--- src/rtl/l2_sample_driver.sv ---
// Sample FIFO plus a send/collect FSM feeding an L2 accumulator.
// Samples are queued in IDLE, streamed out on start, and the accumulator's last f is kept as the result.
module l2_sample_driver #(
    parameter int DEPTH = 8,
    parameter int TMO   = 15
) (
    input  logic                   clk,
    input  logic                   reset,
    input  logic [7:0]             load_data,
    input  logic                   load_valid,
    output logic                   load_ready,
    input  logic                   start,
    input  logic [$clog2(DEPTH):0] len,
    input  logic                   hold,
    output logic [7:0]             a,
    output logic                   valid_in,
    input  logic [19:0]            f,
    input  logic                   valid_out,
    output logic [19:0]            result,
    output logic [19:0]            result_prev,
    output logic                   done,
    output logic [1:0]             err,
    output logic [1:0]             state_dbg
);

    localparam int AW = $clog2(DEPTH);
    localparam int LW = AW + 1;
    localparam int TW = $clog2(TMO + 1);

    typedef enum logic [1:0] {
        IDLE = 2'd0,
        SEND = 2'd1,
        WAIT = 2'd2,
        DONE = 2'd3
    } state_t;

    state_t          state;
    logic [7:0]      mem [DEPTH];
    logic [AW-1:0]   wr_ptr;
    logic [AW-1:0]   rd_ptr;
    logic [LW-1:0]   count;
    logic [LW-1:0]   len_q;
    logic [LW-1:0]   sent;
    logic [LW-1:0]   returned;
    logic [LW-1:0]   ret_next;
    logic [TW-1:0]   tmo_cnt;
    logic [19:0]     last_f;
    logic [19:0]     f_next;
    logic            rdy_en;
    logic            push;
    logic            pop;
    logic            collecting;

    // load: a sample transfers on any rising edge where load_valid && load_ready;
    // load_valid while load_ready is low is simply discarded, nothing is held over.
    assign load_ready = rdy_en && (state == IDLE) && (count != LW'(DEPTH));
    assign push       = load_valid && load_ready;
    assign pop        = (state == SEND) && !hold;
    assign collecting = (state == SEND) || (state == WAIT);
    assign ret_next   = returned + LW'(valid_out);
    assign f_next     = valid_out ? f : last_f;
    assign state_dbg  = state;

    always_ff @(posedge clk) begin
        if (push) begin
            mem[wr_ptr] <= load_data;
        end
    end

    always_ff @(posedge clk or posedge reset) begin
        if (reset) begin
            state       <= IDLE;
            rdy_en      <= 1'b0;
            wr_ptr      <= '0;
            rd_ptr      <= '0;
            count       <= '0;
            len_q       <= '0;
            sent        <= '0;
            returned    <= '0;
            tmo_cnt     <= '0;
            last_f      <= '0;
            a           <= '0;
            valid_in    <= 1'b0;
            result      <= '0;
            result_prev <= '0;
            done        <= 1'b0;
            err         <= 2'd0;
        end else begin
            rdy_en <= 1'b1;
            if (push) begin
                wr_ptr <= wr_ptr + AW'(1);
            end
            if (pop) begin
                rd_ptr <= rd_ptr + AW'(1);
            end
            count <= count + LW'(push) - LW'(pop);

            if (collecting && valid_out) begin
                returned <= ret_next;
                last_f   <= f;
            end

            case (state)
                IDLE: begin
                    valid_in <= 1'b0;
                    done     <= 1'b0;
                    if (start && (len != '0)) begin
                        if (len <= count) begin
                            err      <= 2'd0;
                            sent     <= '0;
                            returned <= '0;
                            tmo_cnt  <= '0;
                            len_q    <= len;
                            state    <= SEND;
                        end else begin
                            err   <= 2'd1;
                            done  <= 1'b1;
                            state <= DONE;
                        end
                    end
                end
                SEND: begin
                    done <= 1'b0;
                    if (valid_out) begin
                        tmo_cnt <= '0;
                    end
                    if (!hold) begin
                        a        <= mem[rd_ptr];
                        valid_in <= 1'b1;
                        sent     <= sent + LW'(1);
                        if ((sent + LW'(1)) == len_q) begin
                            state <= WAIT;
                        end
                    end else begin
                        valid_in <= 1'b0;
                    end
                end
                WAIT: begin
                    valid_in <= 1'b0;
                    // a valid_out landing on the final count is folded in through f_next
                    if (ret_next == len_q) begin
                        result_prev <= result;
                        result      <= f_next;
                        done        <= 1'b1;
                        state       <= DONE;
                    end else if (valid_out) begin
                        tmo_cnt <= '0;
                    end else if (tmo_cnt == TW'(TMO - 1)) begin
                        err   <= 2'd2;
                        done  <= 1'b1;
                        state <= DONE;
                    end else begin
                        tmo_cnt <= tmo_cnt + TW'(1);
                    end
                end
                DONE: begin
                    valid_in <= 1'b0;
                    done     <= 1'b0;
                    state    <= IDLE;
                end
                default: begin
                    state <= IDLE;
                end
            endcase
        end
    end

endmodule

--- config.mk ---
export PLATFORM = sky130hd
export DESIGN_NAME = l2_sample_driver
export DESIGN_NICKNAME = d
export VERILOG_FILES = /design/src/rtl/l2_sample_driver.sv
export SDC_FILE = /design/constraint.sdc
export NUM_CORES = 1
export LEC_CHECK = 0
export CORE_MARGIN = 2
export CORE_UTILIZATION = 35
export CTS_BUF_LIST = sky130_fd_sc_hd__clkbuf_4 sky130_fd_sc_hd__clkbuf_8 sky130_fd_sc_hd__clkbuf_16
export DETAILED_ROUTE_END_ITERATION = 7
export GPL_TIMING_DRIVEN = 0
export PLACE_DENSITY_LB_ADDON = 0.08
export SLEW_MARGIN = 10
export SYNTH_ARGS = -nofsm -noshare
export SYNTH_HDL_FRONTEND = slang
export SYNTH_SLANG_ARGS = --single-unit
--- constraint.sdc ---
create_clock -name clk -period 4.2 [get_ports clk]
set_input_delay 0.42 -clock clk [delete_from_list [all_inputs] [get_ports clk]]
set_output_delay 0.42 -clock clk [all_outputs]
set_load 0.005 [all_outputs]
# After elaboration in Yosys (flattened, before gate mapping)
# Memory sizes are Yosys's and may differ from the RTL's. A register that Yosys moved wholly into a read port is not among the register bits.
# Cells that the tools add are included.
dict set report word_totals {
  register_bits 93
  ramBits 64
  out_inout_bits 55
  elab_cells 104
  n_memories 1
}
dict set report classes {
  n_addsub 7
  magnitude_cmp 1
  eq_ne 18
  n_mux 38
  n_bitwise 1
  n_reduce_logical 23
}
# memory words width read_ports rd_clocked_by_memory_dff wr line_no
set mem_list {}
lappend mem_list {mem 8 8 1 1 1 38} ;# logic [7:0] mem [DEPTH];
# cell n
set op_table {}
lappend op_table {{$mux W4} 11}
lappend op_table {{$mux W2} 11}
lappend op_table {{$mux W20} 1}
lappend op_table {{$pmux W4 S3} 1}
lappend op_table {{$reduce_and A5 Y1} 2}
lappend op_table {{$mux W1} 9}
lappend op_table {{$add A4 B1 Y4} 2}
lappend op_table {{$add A4 B1 Y4 const B} 2}
lappend op_table {{$eq A4 B4 Y1} 2}
lappend op_table {{$ne A2 B1 Y1 const B} 4}
lappend op_table {{$ne A2 B2 Y1 const B} 4}
lappend op_table {{$pmux W2 S4} 1}
lappend op_table {{$pmux W4 S2} 1}
lappend op_table {{$add A3 B1 Y3 const B} 2}
lappend op_table {{$logic_and A1 B1 Y1} 6}
lappend op_table {{$reduce_and A2 Y1} 3}
lappend op_table {{$reduce_and A6 Y1} 1}
lappend op_table {{$eq A2 B2 Y1 const B} 2}
lappend op_table {{$eq A4 B4 Y1 const B} 1}
lappend op_table {{$le A4 B4 Y1} 1}
lappend op_table {{$ne A4 B4 Y1 const B} 1}
lappend op_table {{$pmux W2 S2} 1}
lappend op_table {{$reduce_and A4 Y1} 1}
lappend op_table {{$reduce_bool A2 Y1} 2}
lappend op_table {{16 further kinds} 16}

# Logic depth before layout (Yosys ltp)
# Gate-level depths: netlist of run 1.
dict set report depth {
  ltp_word 7
  depth_mapped 13
  ltp_nobuf 12
}

# Least setup slack after synthesis of run 1
# Ideal clock, no wire load.
dict set report synth_path {
  kind {flip-flop to flip-flop}
  startpoint {register state[0] (netlist: state_dbg[0])}
  endpoint {register count[2]}
  t_arrival_ns 2.357
  slack_ns 1.720
  path_stages_with_launch 13
  synth_period_minus_slack_ns 2.480
  cell_sequence {dfrtp_1 inv_1 ha_1 nand2_1 a21oi_1 and2_1 clkbuf_1 inv_1 ha_1 inv_1 ha_1 fa_1 xor2_1}
}
dict set report synth_via {
  elab_chain_len 6
}
# element line_no
set synth_rtl {}
lappend synth_rtl {{from (decl)} 37} ;# state_t state;
lappend synth_rtl {{from (signal assigned)} 72} ;# state <= IDLE;
lappend synth_rtl {{from (signal assigned)} 114} ;# state <= SEND;
lappend synth_rtl {{from (signal assigned)} 118} ;# state <= DONE;
lappend synth_rtl {{$logic_not A2 Y1} 56} ;# assign load_ready = rdy_en && (state == IDLE) && (count != LW'(DEPTH));
lappend synth_rtl {{$logic_and A1 B1 Y1 (2 in series)} 56}
lappend synth_rtl {{via load_ready} 11} ;# output logic load_ready,
lappend synth_rtl {{$logic_and A1 B1 Y1} 57} ;# assign push = load_valid && load_ready;
lappend synth_rtl {{$add A4 B1 Y4} 96} ;# count <= count + LW'(push) - LW'(pop);
lappend synth_rtl {{$sub A4 B1 Y4} 96}
lappend synth_rtl {{to (signal assigned)} 96}
lappend synth_rtl {{to (decl)} 41} ;# logic [LW-1:0] count;
# The timed path passes the listed nets, and every way through them passes these cells.
# A chain may end at the register's enable or synchronous reset.

# Worst setup path after layout of run 1
dict set report layout_path {
  startpoint {register state[1] (netlist: state_dbg[1])}
  endpoint {memory mem[3][0] (enable)}
}
dict set report layout_via {
  elab_chain_len 6
}
# element line_no
set layout_rtl {}
lappend layout_rtl {{$logic_not A2 Y1} 56}
lappend layout_rtl {{$logic_and A1 B1 Y1 (2 in series)} 56}
lappend layout_rtl {{$logic_and A1 B1 Y1} 57}
lappend layout_rtl {{$mux W1} 65} ;# if (push) begin
lappend layout_rtl {{$mux W1 (not written as such)} 66} ;# mem[wr_ptr] <= load_data;
lappend layout_rtl {{to (decl)} 38}
# Every way passes these cells.

==> impl_metrics.toml, run 1 <==
[synth]
synth_commonest_cells = "dfrtp_1 (101), edfxtp_1 (64), mux2_2 (47)"
synth_area_um2 = 7120
synth_ff_type = "dfrtp_1"
synthArstFlopShare_pct = 61.2
synth_warnings = 0
synth.area.top_cells = "dfrtp_1 (35%), edfxtp_1 (27%), mux2_2 (7.4%)"
avgSynthCellArea_um2 = 14.4
ys_types = 50
ys_seq_area_share_pct = 62.5
syn-num-nets = 554
synth-edff-count = 64
yosysTopAreaCell = "dfrtp_1"
synth_top_cell_area_share_pct = 35.5
yosysMostFrequentCell = "dfrtp_1"
ys_ff_latch = 165
synthCells = 494

[grt]
overflow = 0
grt_first_pass_wirelength_mm = 24.9
grt_usage_pct = 15.2
grt_antenna_before_repair = 0
grt_max_degree = 72
grt_pass1_vias = 4482

[clocking]
root_buffer = "clkbuf_16"
cts_resized = 0
cts_buffers = 17
cts.clk_slew.worst_paths_ps = 60
insertion_delay_ps = 430
cts_tree = "done"
cts.path.max_buffers = 2
clock_sinks = 165
hold_buffers = 0
htreeDepth = 4
postCtsSetupBuffers = 0

[routing]
drt_first_pass_iters = 4
drt_wl_total_mm = 15.5
drtIter0Drc = 220
vias = 4276
wire_per_inst_um = 17.4
via_per_inst = 4.80
drc_errors = 0
ant_nets = 0

[layout]
layout-drive-gt1-share_pct = 19.2
fin_nets = 667
num_antenna_cells = 0
area_delta_synth_final_pct = 26.8
instances_no_fill = 890
post-route-util_pct = 44.9

[worst_setup_path]
crit_fanout = 8
regToRegStartpoint = "state_dbg[1]$_DFFE_PP0P_"
reg2reg_depth = 8
crit_path_end_kind = "flop"
reg2reg_slack_ps = 1250
worstSetupEndpoint = "mem[3][0]$_DFFE_PP_"
crit_start = "state_dbg[1]$_DFFE_PP0P_"
startpoint_type = "flop"
r2r_end = "mem[3][0]$_DFFE_PP_"
crit_arrival_ps = 3000
crit_type = "reg -> reg"
cp.required_ps = 4250

[timing]
slew_headroom_pct = 33.3
drv_slew = 0
holdWs_ps = 345
grt_setup_unrepaired = "false"
post-route-period-util_pct = 70.2
setup_viol = 0
min_period_ps = 2950
fmax_mhz = 339
hold_viol = 0
worst_slew_pin_slew_ps = 997
skew_ps = 9.24

[power]
p_total_uw = 6430
p_leak_uw = 0.00362
peakVddDrop_v = 0.000325
power_density_nw_per_um2 = 712

[floorplanning]
dieArea_um2 = 21500
die_w_um = 147
initial_core_util_pct = 35.4
fp-row-count = 52
ios = 93
core_region_area_um2 = 20100
die_h_um = 147

[place]
dp_hpwl_mm = 10.6
dp_cells = 858
gp_congestion = 0.734
placement.io_buffers = 91

[run_status]
outcome = "complete, no violations"

[flow_run]
max_cap_violations = 0

[min_path]
hold_class = "in -> async"
## worst max-delay path, cell delays in order (launching register included)
cell and delay [ps]:
dfrtp_1 420, inv_1 140, ha_1 280, nand2_1 80, a21oi_1 200, and2_1 160
clkbuf_1 310, nand2_1 190, nor2_1 800
## kinds of logic (layout without fill, tap and decap cells)
logic type | after synthesis | after routing | share of synthesized area (%)
compound gates | 64 | 64 | 5.83
xor+xnor | 19 | 19 | 2.53
fa+ha+maj | 22 | 22 | 3.97
buf+inv | 37 | 163 | 2.20
flops | 165 | 165 | 62.5
mux | 94 | 94 | 16.8
other cells | 1 | 1 | 0.0527
simple gates | 92 | 92 | 6.10
## state kept, by name (all words and copies together), names as in the netlist, 8 cells and up
signal	count
last_f	20
result_prev	20
mem	64
a	8
result	20
## how the worst min path moves through the flow
stage                                            end  slack (ps)  depth (start not counted)
after floorplan               tmo_cnt[3]$_DFFE_PP0P_         470                          1
after global placement              a[6]$_DFFE_PP0P_         470                          2
after detailed placement            a[6]$_DFFE_PP0P_         480                          2
after CTS                     last_f[15]$_DFFE_PP0N_         350                          2
after global routing      result_prev[7]$_DFFE_PP0P_         350                          2
final                         last_f[15]$_DFFE_PP0N_         340                          2
## where the power goes
part / switching, uW / internal, uW / leakage (uW) / total, uW
clock network: 681 / 902 / 0.000295 / 1580
registers: 328 / 2160 / 0.00180 / 2490
logic: 1030 / 1320 / 0.00152 / 2350
## routing by layer
metal	routed length [um]	part of all wire [%]	global-route usage, %	up-vias
met3	523	3.4	3.50	13
met1	7010	45	20.0	2174
met5	0	0	0	-
li1	-	-	-	2019
met4	152	0.98	4.32	0
met2	7840	51	25.3	70
## placed cells by master, fill, tap and decap left out, types with 9 or more instances in the layout
master / n
dfrtp_1: 101
clkdlybuf4s50_1: 91
edfxtp_1: 64
mux2_2: 47
nor2_1: 36
mux2i_1: 31
a21oi_1: 26
nand2_1: 25
ha_1: 21
clkbuf_16: 17
mux4_2: 16
inv_1: 15
o21ai_0: 14
xnor2_1: 12
clkbuf_1: 9
nand3_1: 9
## layout make-up
class / count / area, um2
Fill cell: 1836 / 11100
Sequential cell: 165 / 4450
Multi-Input combinational cell: 292 / 2530
Timing Repair Buffer: 94 / 953
Clock buffer: 18 / 433
Tap cell: 270 / 338
Clock inverter: 14 / 168
Buffer: 21 / 96.3
Inverter: 16 / 65.1
## stage by stage
step	instance area, um2	setup slack, ps	TNS, ps
finish	9030	1250	0
global route	9030	917	0
CTS	9030	1060	0
detailed placement	8430	1060	0
global placement	8370	-575	-57050
floorplan	7120	1130	0
(Power assumes the default switching activity.)
==> run 2: changes to the inputs <==
clock period = 2.6 ns   (was 4.2 ns; I/O delays follow)
==> run 2 against run 1 <==
Compared with the run above: routed wire length barely moved; clock-buffer cell count decreased by 1; register-to-register slack worse by 1100 ps; cell area is 1.0% higher; global-route usage rose by 0.38 points; worst hold slack got worse by 110 ps; clock power increased by 61%; core utilization up 0.47 points; first-iteration DRC count shrank 11%.
==> impl_metrics.toml, run 2 (synthesis results as in run 1) <==
[worst_setup_path]
crit_type = "reg -> reg"
cp.required_ps = 2910
reg2reg_slack_ps = 190
regToRegStartpoint = "state_dbg[1]$_DFFE_PP0P_"
crit_path_end_kind = "flop"
crit_fanout = 6
reg2reg_depth = 11
crit_arrival_ps = 2720
r2r_end = "count[2]$_DFF_PP0_"
startpoint_type = "flop"

[routing]
vias = 4258
wire_per_inst_um = 17.4
drt_first_pass_iters = 4
via_per_inst = 4.76
ant_nets = 0
drtIter0Drc = 196
drc_errors = 0
drt_wl_total_mm = 15.5

[power]
power_density_nw_per_um2 = 1150
peakVddDrop_v = 0.000473
p_leak_uw = 0.00364

[grt]
overflow = 0
grt_pass1_vias = 4657
grt_antenna_before_repair = 0
grt_usage_pct = 15.6
grt_first_pass_wirelength_mm = 25.7
grt_max_degree = 33

[place]
gp_congestion = 0.718
dp_slack_ps = -466
dp_cells = 860
dp_hpwl_mm = 10.9
placement.io_buffers = 91
place_area_um2 = 8470

[timing]
grt_setup_unrepaired = "false"
hold_viol = 0
worst_slew_pin_slew_ps = 807
slew_headroom_pct = 46.2
holdWs_ps = 236
min_period_ps = 2410
fmax_mhz = 415
drv_slew = 0
post-route-period-util_pct = 92.7
fin_ws_ps = 190
skew_ps = 8.86
setup_viol = 0

[floorplanning]
core_region_area_um2 = 20100
initial_core_util_pct = 35.4
fp-row-count = 52
die_h_um = 147
die_w_um = 147
ios = 93
dieArea_um2 = 21500

[clocking]
cts_buffers = 17
hold_buffers = 0
cts_tree = "done"
cts.clk_slew.worst_paths_ps = 70
cts.path.max_buffers = 2
insertion_delay_ps = 430
clock_sinks = 165
root_buffer = "clkbuf_16"
htreeDepth = 4

[layout]
largest_register_ffs = 64
fin_nets = 671
num_antenna_cells = 0
area_delta_synth_final_pct = 28.1
instances_no_fill = 894
layout-drive-gt1-share_pct = 22.1
max_flop_register = "mem"
layout_common_cells = "dfrtp_1 (101), clkdlybuf4s50_1 (91), edfxtp_1 (64)"
post-route-util_pct = 45.4
final_common_cell = "dfrtp_1"
finalInstanceArea_um2 = 9120

[run_status]
outcome = "complete, no violations"

[min_path]
hold_class = "in -> async"

[flow_run]
max_cap_violations = 0
==> run 2: cell types whose count changed in the layout (fill, tap and decap cells not counted), sizes merged <==
cell / change
inv: +1
clkbuf: -4
clkinvlp: +3
buf: +7
clkinv: -3
==> run 2: cell type report <==
cell class | count | area (um2)
multi-input combinational | 292 | 2560
buffer | 18 | 85.1
clock buffer | 17 | 425
tap | 270 | 338
fill | 1817 | 11000
inverter | 16 | 63.8
sequential | 165 | 4450
timing repair buffer | 101 | 1030
clock inverter | 15 | 165
==> run 2: report_power, final <==
group	internal [uW]	switching [uW]
sequential	3490	521
combinational	2200	1690
clock	1440	1100
==> run 2: worst max path at each step <==
stage	end	cells after the start	startpoint	slack, ps
after CTS	result_prev[14]$_DFFE_PP0P_	7	returned[0]$_DFF_PP0_	10
final	count[2]$_DFF_PP0_	11	state_dbg[1]$_DFFE_PP0P_	190
after global routing	tmo_cnt[3]$_DFFE_PP0P_	7	count[1]$_DFF_PP0_	6
after global placement	mem[1][5]$_DFFE_PP_	8	state_dbg[0]$_DFFE_PP0P_	-840
after floorplan	count[2]$_DFF_PP0_	12	state_dbg[0]$_DFFE_PP0P_	120
after detailed placement	mem[7][5]$_DFFE_PP_	8	state_dbg[0]$_DFFE_PP0P_	-470
==> run 2: repair_timing <==
action,CTS,global route
gates resized for setup,11,4
pin swaps,0,2
setup endpoints to repair,63,37
setup buffers,0,5
endpoints found under the hold margin,0,0
==> run 2: critical path, stage by stage (launching register included) <==
cell and delay [ps]:
dfrtp_1 440, inv_2 130, ha_4 170, nand2_1 60
a21oi_2 150, and2_4 220, inv_1 50, ha_1 270
inv_1 40, ha_1 200, fa_1 390, xor2_1 170
==> run 2: routing by layer <==
layer | track usage [%] | part of all wire [%]
met2 | 25.5 | 50
met3 | 3.41 | 3.2
met5 | 0 | 0
met1 | 20.9 | 46
met4 | 4.51 | 1.5
==> run 2: through the flow <==
step	setup TNS, ps	total power (uW)
3_3_place_gp	-42920	7830
5_1_grt	0	11200
2_1_floorplan	0	6320
6_report	0	10500
3_5_place_dp	-36030	7950
4_1_cts	0	10600
==> run 3: changes to the inputs <==
PLACE_DENSITY = 0.56   (was not set)
PLACE_DENSITY_LB_ADDON = not set   (was 0.08)
SETUP_SLACK_MARGIN = 0.1   (was not set)
==> run 3 against run 2 <==
Compared with the run above: global-route usage shrank 0.46 points; total power grew 1.6%; sequential share of layout area down 0.34 points; via count increased by 1.2%; critical endpoint unchanged; cell area increased by 0.74%.
==> impl_metrics.toml, run 3 (synthesis results as in run 1) <==
[worst_setup_path]
startpoint_type = "flop"
crit_arrival_ps = 2700
cp.required_ps = 2900
path_cells = "inv_2 > ha_4 > nand2_2 > a21oi_4 > and2_4 > clkbuf_8 > inv_1 > ha_1 > inv_1 > ha_1 > fa_1 > xor2_1"
cp_slowest_stage_delay_ps = 430
crit_fanout = 6
crit_path_end_kind = "flop"
crit_slowest_cell = "dfrtp_2"
crit_type = "reg -> reg"
reg2reg_slack_ps = 200

[layout]
final_common_cell = "dfrtp_1"
instances_no_fill = 898
layout-drive-gt1-share_pct = 22.6
num_antenna_cells = 0
layout_common_cells = "dfrtp_1 (100), clkdlybuf4s50_1 (91), edfxtp_1 (64)"
largest_register_ffs = 64
max_flop_register = "mem"
fin_nets = 675
area_delta_synth_final_pct = 29.0

[place]
placement.io_buffers = 91
dp_cells = 859
dp_hpwl_mm = 10.8
dp_slack_ps = -552
gp_congestion = 0.711

[grt]
grt_pass1_vias = 4486
overflow = 0
grt_first_pass_wirelength_mm = 25.0
grt_usage_pct = 15.1
grt_max_degree = 39
grt_antenna_before_repair = 0

[timing]
drv_slew = 0
grt_setup_unrepaired = "true"
post-route-period-util_pct = 92.4
worst_slew_pin_slew_ps = 843
hold_viol = 0
skew_ps = 11.7
fmax_mhz = 416
setup_viol = 0
fin_ws_ps = 197
slew_headroom_pct = 43.8
min_period_ps = 2400

[clocking]
htreeDepth = 4
cts_buffers = 17
root_buffer = "clkbuf_16"
cts.path.max_buffers = 2
hold_buffers = 0
insertion_delay_ps = 420
cts.clk_slew.worst_paths_ps = 70
cts_tree = "done"
clock_sinks = 165

[floorplanning]
dieArea_um2 = 21500
die_w_um = 147
initial_core_util_pct = 35.4
core_region_area_um2 = 20100
fp-row-count = 52
die_h_um = 147
ios = 93

[routing]
drc_errors = 0
vias = 4310
ant_nets = 0
drt_wl_total_mm = 15.6
drt_first_pass_iters = 4
drtIter0Drc = 196
via_per_inst = 4.80
wire_per_inst_um = 17.3

[power]
power_density_nw_per_um2 = 1160
peakVddDrop_v = 0.000493
p_leak_uw = 0.00368

[flow_run]
max_cap_violations = 0

[min_path]
hold_class = "in -> async"

[run_status]
outcome = "complete, no violations"
## run 3: path summary, 6_finish.rpt
check / start / cells past startpoint / to
setup / recovery: state_dbg[0]$_DFFE_PP0P_ / 12 / count[2]$_DFF_PP0_
hold / removal: reset / 2 / a[5]$_DFFE_PP0P_
setup reg to reg: state_dbg[0]$_DFFE_PP0P_ / 12 / count[2]$_DFF_PP0_
hold reg to reg: a[3]$_DFFE_PP0P_ / 2 / a[3]$_DFFE_PP0P_
max in group asynchronous: reset / 4 / last_f[10]$_DFFE_PP0N_
min in group clk: hold / 4 / sent[1]$_DFFE_PP0P_
## run 3: layout make-up
cell class,count,area (um2)
buffer,21,115
clock buffer,17,425
clock inverter,15,209
fill,1746,10900
inverter,16,63.8
multi-input combinational,292,2570
sequential,165,4450
tap,270,338
timing repair buffer,102,1020
## run 3: per-layer routing
| metal | up-vias | GRT usage, % | share of wire (%) |
|---|---|---|---|
| li1 | 2044 | - | - |
| met1 | 2208 | 20.5 | 47 |
| met2 | 53 | 24.5 | 50 |
| met3 | 5 | 3.91 | 2.6 |
| met4 | 0 | 3.64 | 0.59 |
| met5 | - | 0 | 0 |
## run 3: timing repair
| item | 4_1_cts | 5_1_grt |
|---|---|---|
| hold endpoints to repair | 0 | 0 |
| pin swaps | 1 | 2 |
| gates resized for setup | 17 | 7 |
| setup buffers | 6 | 1 |
| endpoints found under the setup margin | 95 | 37 |
## run 3: through the flow
stage	power, uW	utilization [%]	hold WS (ps)	instance area, um2	TNS, ps
after floorplan	6320	-	359	7130	0
after global placement	7800	41.7	467	8370	-42830
after global routing	11300	45.7	388	9190	0
after CTS	10700	45.6	342	9170	0
final	10600	45.7	330	9190	0
after detailed placement	7940	42.0	472	8440	-43010
## run 3: power breakdown
group / total (uW) / switching (uW) / internal (uW)
combinational: 3950 / 1720 / 2230
sequential: 4020 / 528 / 3490
clock: 2640 / 1160 / 1480
## run 3: critical path, delay by kind of cell (launching register included)
kind,cells,cell delay [ps]
buffers and inverters,4,300
AND/OR/NAND/NOR,2,230
AO/OA/AOI/OAI,1,140
XOR/XNOR,1,170
adder cells (fa/ha/maj),4,1000
flip-flops,1,430
